--- config.mk ---
export PLATFORM = sky130hd
export DESIGN_NAME = pipeline_fifo
export DESIGN_NICKNAME = d
export VERILOG_FILES = /design/src/rtl/pipeline_fifo_pkg.sv /design/src/rtl/pipeline_fifo_ehr.sv /design/src/rtl/pipeline_fifo.sv
export SDC_FILE = /design/constraint.sdc
export NUM_CORES = 1
export LEC_CHECK = 0
export CAP_MARGIN = 10
export CORE_AREA = 2 2 54 51
export DETAILED_ROUTE_END_ITERATION = 12
export DIE_AREA = 0 0 56 53
export PLACE_DENSITY = 0.72
export SYNTH_ARGS = -nofsm -noshare
export SYNTH_HDL_FRONTEND = slang
export SYNTH_SLANG_ARGS = --single-unit
--- constraint.sdc ---
create_clock -name clk -period 1.2 [get_ports clk]
set_clock_uncertainty 0.1 [all_clocks]
set_input_delay 0.18 -clock clk [delete_from_list [all_inputs] [get_ports clk]]
set_output_delay 0.18 -clock clk [all_outputs]
set_load 0.05 [all_outputs]
--- src/rtl/pipeline_fifo_pkg.sv ---
// pipeline_fifo_pkg
//   Shared constants and helpers for the pipeline FIFO.
//   - ptr_w(): pointer width for a given depth
//   - DEQ_PORT / ENQ_PORT / CLR_PORT: EHR port ordering (lower index acts first)
//   - EHR_P: number of EHR ports; 3 when PIPELINE_FIFO_CLEAR_EN is defined, else 2
package pipeline_fifo_pkg;

  localparam int DEQ_PORT = 0;
  localparam int ENQ_PORT = 1;
  localparam int CLR_PORT = 2;

`ifdef PIPELINE_FIFO_CLEAR_EN
  localparam int EHR_P = 3;
`else
  localparam int EHR_P = 2;
`endif

  // Pointer width; a single bit is kept even for degenerate depths.
  function automatic int ptr_w(input int depth);
    return (depth > 1) ? $clog2(depth) : 1;
  endfunction

endpackage

--- src/rtl/pipeline_fifo_ehr.sv ---
// pipeline_fifo_ehr
//   Ephemeral history register: one W-bit register with P ordered write ports.
//   Port i observes the value left by ports 0..i-1 in the same cycle; the
//   register captures the result of all ports at posedge clk.
// Ports:
//   clk      clock
//   rst_n    asynchronous active-low reset (loads RST_VAL)
//   wr_en    per-port write enable
//   wr_data  per-port write value
//   rd       per-port read value (rd[0] is the registered value)
module pipeline_fifo_ehr #(
  parameter int W = 1,
  parameter int P = 2,
  parameter logic [W-1:0] RST_VAL = '0
) (
  input  logic                clk,
  input  logic                rst_n,
  input  logic [P-1:0]        wr_en,
  input  logic [P-1:0][W-1:0] wr_data,
  output logic [P-1:0][W-1:0] rd
);

  logic [W-1:0] q;
  logic [P:0][W-1:0] chain;

  // Resolve the write ports in order; chain[P] is the next register value.
  always_comb begin
    chain = '0;
    chain[0] = q;
    for (int i = 0; i < P; i++) begin
      if (wr_en[i]) begin
        chain[i+1] = wr_data[i];
      end else begin
        chain[i+1] = chain[i];
      end
    end
  end

  assign rd = chain[P-1:0];

  // State register.
  always_ff @(posedge clk or negedge rst_n) begin
    if (!rst_n) begin
      q <= RST_VAL;
    end else begin
      q <= chain[P];
    end
  end

endmodule

--- src/rtl/pipeline_fifo.sv ---
// pipeline_fifo
//   Pipeline FIFO built from EHR cells. Dequeue (EHR port 0) is ordered before
//   enqueue (port 1), so a full FIFO accepts a new item in the same cycle the
//   head leaves; throughput is one item per cycle at any DEPTH. The only
//   combinational input-to-output paths are deq_ready -> enq_ready and
//   clear -> enq_ready/deq_valid.
//   Optional feature macro: PIPELINE_FIFO_CLEAR_EN adds the clear port, driving
//   EHR port 2 (highest priority) to empty the FIFO; storage is left untouched.
// Ports:
//   clk, rst            clock, asynchronous active-high reset
//   clear               synchronous flush (PIPELINE_FIFO_CLEAR_EN only)
//   enq_valid/enq_data  producer offer
//   enq_ready           FIFO accepts this cycle
//   deq_valid/deq_data  head item
//   deq_ready           consumer takes head this cycle
module pipeline_fifo
  import pipeline_fifo_pkg::*;
#(
  parameter int DATA_W = 8,
  parameter int DEPTH  = 2
) (
  input  logic              clk,
  input  logic              rst,
`ifdef PIPELINE_FIFO_CLEAR_EN
  input  logic              clear,
`endif
  input  logic              enq_valid,
  input  logic [DATA_W-1:0] enq_data,
  output logic              enq_ready,
  output logic              deq_valid,
  output logic [DATA_W-1:0] deq_data,
  input  logic              deq_ready
);

  localparam int PTR_W = ptr_w(DEPTH);

  logic [DATA_W-1:0] storage [DEPTH];

  logic [EHR_P-1:0]            deq_ptr_we, enq_ptr_we, empty_we, full_we;
  logic [EHR_P-1:0][PTR_W-1:0] deq_ptr_wd, enq_ptr_wd, deq_ptr_rd, enq_ptr_rd;
  logic [EHR_P-1:0][0:0]       empty_wd, full_wd, empty_rd, full_rd;

  logic empty, full, deq_fire, enq_fire, gate_clear;
  logic unused_ok;

  assign empty = empty_rd[DEQ_PORT][0];
  assign full  = full_rd[DEQ_PORT][0];

`ifdef PIPELINE_FIFO_CLEAR_EN
  assign gate_clear = clear;
`else
  assign gate_clear = 1'b0;
`endif

  // Full implies deq_valid, so deq_ready alone guarantees a slot frees up.
  assign deq_valid = !empty && !gate_clear;
  assign enq_ready = !gate_clear && (!full || deq_ready);
  assign deq_data  = storage[deq_ptr_rd[DEQ_PORT]];

  assign deq_fire = deq_valid && deq_ready;
  assign enq_fire = enq_valid && enq_ready;

  // EHR write ports: deq on port 0, enq on port 1 (sees post-deq values), clear on port 2.
  always_comb begin
    deq_ptr_we = '0;
    enq_ptr_we = '0;
    empty_we   = '0;
    full_we    = '0;
    deq_ptr_wd = '0;
    enq_ptr_wd = '0;
    empty_wd   = '0;
    full_wd    = '0;

    deq_ptr_we[DEQ_PORT] = deq_fire;
    deq_ptr_wd[DEQ_PORT] = deq_ptr_rd[DEQ_PORT] + PTR_W'(1);
    full_we[DEQ_PORT]    = deq_fire;
    full_wd[DEQ_PORT]    = 1'b0;
    empty_we[DEQ_PORT]   = deq_fire;
    empty_wd[DEQ_PORT]   = ((deq_ptr_rd[DEQ_PORT] + PTR_W'(1)) == enq_ptr_rd[DEQ_PORT]);

    enq_ptr_we[ENQ_PORT] = enq_fire;
    enq_ptr_wd[ENQ_PORT] = enq_ptr_rd[ENQ_PORT] + PTR_W'(1);
    empty_we[ENQ_PORT]   = enq_fire;
    empty_wd[ENQ_PORT]   = 1'b0;
    full_we[ENQ_PORT]    = enq_fire;
    full_wd[ENQ_PORT]    = ((enq_ptr_rd[ENQ_PORT] + PTR_W'(1)) == deq_ptr_rd[ENQ_PORT]);

`ifdef PIPELINE_FIFO_CLEAR_EN
    deq_ptr_we[CLR_PORT] = clear;
    deq_ptr_wd[CLR_PORT] = '0;
    enq_ptr_we[CLR_PORT] = clear;
    enq_ptr_wd[CLR_PORT] = '0;
    empty_we[CLR_PORT]   = clear;
    empty_wd[CLR_PORT]   = 1'b1;
    full_we[CLR_PORT]    = clear;
    full_wd[CLR_PORT]    = 1'b0;
`endif
  end

  // Payload storage, written only at the registered enq pointer.
  always_ff @(posedge clk or posedge rst) begin
    if (rst) begin
      for (int i = 0; i < DEPTH; i++) begin
        storage[i] <= '0;
      end
    end else if (enq_fire) begin
      storage[enq_ptr_rd[DEQ_PORT]] <= enq_data;
    end
  end

  pipeline_fifo_ehr #(.W(PTR_W), .P(EHR_P), .RST_VAL('0)) u_deq_ptr (
    .clk(clk), .rst_n(~rst), .wr_en(deq_ptr_we), .wr_data(deq_ptr_wd), .rd(deq_ptr_rd)
  );

  pipeline_fifo_ehr #(.W(PTR_W), .P(EHR_P), .RST_VAL('0)) u_enq_ptr (
    .clk(clk), .rst_n(~rst), .wr_en(enq_ptr_we), .wr_data(enq_ptr_wd), .rd(enq_ptr_rd)
  );

  pipeline_fifo_ehr #(.W(1), .P(EHR_P), .RST_VAL(1'b1)) u_empty (
    .clk(clk), .rst_n(~rst), .wr_en(empty_we), .wr_data(empty_wd), .rd(empty_rd)
  );

  pipeline_fifo_ehr #(.W(1), .P(EHR_P), .RST_VAL(1'b0)) u_full (
    .clk(clk), .rst_n(~rst), .wr_en(full_we), .wr_data(full_wd), .rd(full_rd)
  );

  // Later-port views not needed by the datapath.
  assign unused_ok = ^{empty_rd, full_rd, deq_ptr_rd, enq_ptr_rd};

endmodule

==> key figures <==
Power
  • NetSw: roughly 1900 uW
  • Total leakage power: roughly 0.00065 uW
  • Internal portion of total power: 2850 uW
  • IR Drop Worst-Case VDD: about 2.0 mV
  • Relative contribution of sequential cells to total power: 0.263
  • Pwr per Cell Area: 3340 nW/um2
  • Switch share: 0.401
  • Share of total power in the clock network: 0.119
  • Combinational group share of total power: 0.617

Synthesis
  • Adder-cell share of the synthesized area: 0
  • Register area share after synthesis: 0.540
  • Post-synthesis share of cell area spent on xor and xnor gates: 0.0283
  • Synth Warn #: 0
  • Most frequent cell after synthesis: sky130_fd_sc_hd__mux2_2
  • Simple logic cell fraction of the synthesized area: 0.0849
  • Synth Net Count: 75
  • Syn Inst Count: 63
  • Area leader, netlist: sky130_fd_sc_hd__dfrtp_1
  • Post-synthesis area per instance: approximately 15 um2
  • Compound-gate portion of the synthesized area: 0.0270
  • Async set or reset register ratio after synthesis: 1.00
  • Commonest cells in the synthesized netlist: sky130_fd_sc_hd__mux2_2, sky130_fd_sc_hd__dfrtp_1, sky130_fd_sc_hd__xnor2_1
  • Multiplexer area fraction after synthesis: 0.291
  • Synthesis-stage register bit count: 20
  • Distinct cells, synth: 19
  • Netlist area before placement: approximately 930 um2
  • Post-synth top flop: sky130_fd_sc_hd__dfrtp_1
  • Number of synthesized flops with an enable pin: 0
  • Area contributors post-synth: sky130_fd_sc_hd__dfrtp_1, sky130_fd_sc_hd__mux2_2, sky130_fd_sc_hd__dfstp_2
  • Main combinational cell family by area after synthesis: multiplexers
  • Share of Yosys cell area claimed by the top area cell type: 0.512

Hold path
  • Worst min-delay path class: primary input to async pin

Critical path
  • Capturing element of the worst setup path: deq_data[0]
  • Setup slack of the worst register-to-register path: -0.12 ns
  • Worst EP required: around 0.92 ns
  • Classification of the worst setup path: flop to output port
  • Launch instance of the worst register-to-register path: u_full.q$_DFFE_PP0P_
  • Worst Setup SP: u_deq_ptr.q$_DFF_PP0_
  • Kind of capture point of the worst setup path: output port
  • CP Max Fanout: 5
  • Path depth of the worst reg2reg path: 4
  • End of the worst register-to-register path: storage[7]$_DFFE_PP0P_
  • Arrival time of data at the critical path endpoint: approximately 1.3 ns
  • Setup crit start kind: flop

Clocking
  • Count of H-tree levels built during CTS: 1
  • Cell at the root of the clock tree: sky130_fd_sc_hd__clkbuf_4
  • Number of hold buffers added after cts: 0
  • CTS sink count: 20
  • CTS Buf Count: 3
  • Insertion delay to the later sink of the worst-skew pair: between 0.3 and 0.4 ns
  • Clock tree from TritonCTS: yes
  • Clk slew on worst S/H paths: about 0.12 ns
  • Maximum buffer depth of the clock tree: 2

Routing
  • Number of DRC markers after the initial detailed-route iteration: 8
  • Total DRC errors in the routed layout: 0
  • Remaining antenna violation count: 0
  • Per-cell routed wire length: about 14 um
  • Final wirelength: about 1800 um
  • Detailed Routing Iterations Pass 1: 5
  • Routed via count: slightly above 600
  • Ratio of routed vias to standard cells: 4.86

Floorplanning
  • Ports: 22
  • Area enclosed by the die boundary: between 2000 and 3000 um2
  • Placeable core area: ~2400 um2
  • Number of core rows: 17
  • Die boundary height: approximately 53 um
  • Initial Utilization: 0.390
  • Horizontal die dimension: around 56 um

Outcome
  • Failing checks: negative setup slack
  • Status: complete, but fails checks

Final layout
  • Fraction of layout instances using a drive strength above 1: 0.606
  • Count of filler cells inserted in the layout: between 150 and 200
  • Area Growth Syn to Fin: 53.2%
  • Final instance area: between 1000 and 1500 um2
  • Layout Cells excl Fill: between 100 and 150
  • Share of the core filled with cells in the final layout: 0.597
  • # diodes: 0
  • Number of nets in the layout: between 100 and 150

Timing
  • Fin Setup TNS: -5.55 ns
  • Count of final max-slew check failures: 0
  • Transition time at the pin with the least slew margin: roughly 0.24 ns
  • Tightest slew margin relative to the limit: 0.839
  • Unrepaired setup endpoints after global routing: true
  • Final Setup Violations: 28
  • Top achievable clock speed: ~620 MHz
  • Number of hold violations in the final report: 0
  • Part of the cycle the worst path needs: 1.34
  • Worst-case setup margin in the final layout: -0.412 ns
  • Final critical delay including setup and external delays: 1.61 ns

Global routing
  • Global-route wire length before repair: 2730 um
  • Via count of the first global-routing pass: around 550
  • Initial antenna violation count: 0
  • Leftover overflow at the end of global routing: 0
  • Pin count of the biggest net entering global routing: 21
  • Global-route total usage across every layer: 0.127

Run
  • # Max-Cap Violations: 0

Placement
  • Count of buffers inserted at the top-level ports: 21
  • Final Wtd Congestion: a little under 0.7
  • Post-place setup slack: -0.309 ns
  • Post-detailed-placement cell area: around 1200 um2
  • Total instance count after detailed placement: approximately 120
  • Hpwl dp: about 1200 um
==> sequential cells by signal, summed over array words and instances, names as in the netlist <==
| register | count |
|---|---|
| u_empty.q | 1 |
| u_enq_ptr.q | 1 |
| storage | 16 |
| u_full.q | 1 |
| u_deq_ptr.q | 1 |
==> final cells by class <==
| cell class | instances | area [um2] | area share |
|---|---|---|---|
| clock buffer | 3 | 22.5 | 0.0158 |
| clock inverter | 1 | 30.0 | 0.0211 |
| inverter | 2 | 7.51 | 0.00528 |
| multi-input combinational | 39 | 450 | 0.317 |
| sequential | 20 | 504 | 0.354 |
| tap | 28 | 35.0 | 0.0246 |
| timing repair buffer | 34 | 373 | 0.262 |
==> critical path, cell delays in order (launching register included) <==
cell                      delay, ns
sky130_fd_sc_hd__dfrtp_2       0.40
sky130_fd_sc_hd__buf_6         0.12
sky130_fd_sc_hd__mux2_2        0.34
sky130_fd_sc_hd__buf_6         0.15
==> layout by cell type, fill, tap and decap left out, drive strengths merged, types with 2 or more instances in the layout <==
cell	n
nand3	2
xnor2	3
inv	2
dfrtp	19
clkbuf	3
clkdlybuf4s50	11
buf	23
mux2	24
==> metal layers <==
layer / global-route usage / vias up / routed length [um]
met5: 0 / - / 0
met4: 0.0913 / 0 / 45
met3: 0.0293 / 5 / 94
met2: 0.180 / 21 / 871
met1: 0.170 / 298 / 818
li1: - / 293 / -
==> power groups by stage <==
stage               Sequential, uW  Clock, uW  Combinational [uW]
floorplan                     1180          0                1750
global placement              1270          0                2250
detailed placement            1290          0                2280
CTS                           1230        575                2820
global route                  1290        600                3060
finish                        1250        567                2930
==> through the flow <==
stage	hold slack, ns	power (uW)
floorplan	0.0431	2930
global placement	0.384	3520
detailed placement	0.390	3570
CTS	0.0552	4620
global route	0.0851	4950
finish	0.0581	4750
==> worst min path at each step <==
stage,from,end,slack [ns],depth (start not counted)
global route,rst,storage[10]$_DFFE_PP0P_,0.09,3
floorplan,rst,storage[0]$_DFFE_PP0P_,0.04,1
CTS,rst,storage[15]$_DFFE_PP0P_,0.06,3
detailed placement,storage[9]$_DFFE_PP0P_,storage[9]$_DFFE_PP0P_,0.39,1
finish,rst,storage[12]$_DFFE_PP0P_,0.06,3
global placement,storage[13]$_DFFE_PP0P_,storage[13]$_DFFE_PP0P_,0.38,1
==> cells by family after synthesis <==
logic type	after synthesis
xor+xnor	3
flops	20
simple gates	8
mux	24
buf+inv	4
compound gates	4
==> timing repair <==
action | CTS | global route
resized for setup | 19 | 9
setup endpoints to repair | 25 | 28
pin swaps | 1 | 0
buffers inserted | 4 | 2
Power figures use the tool's default switching activity.
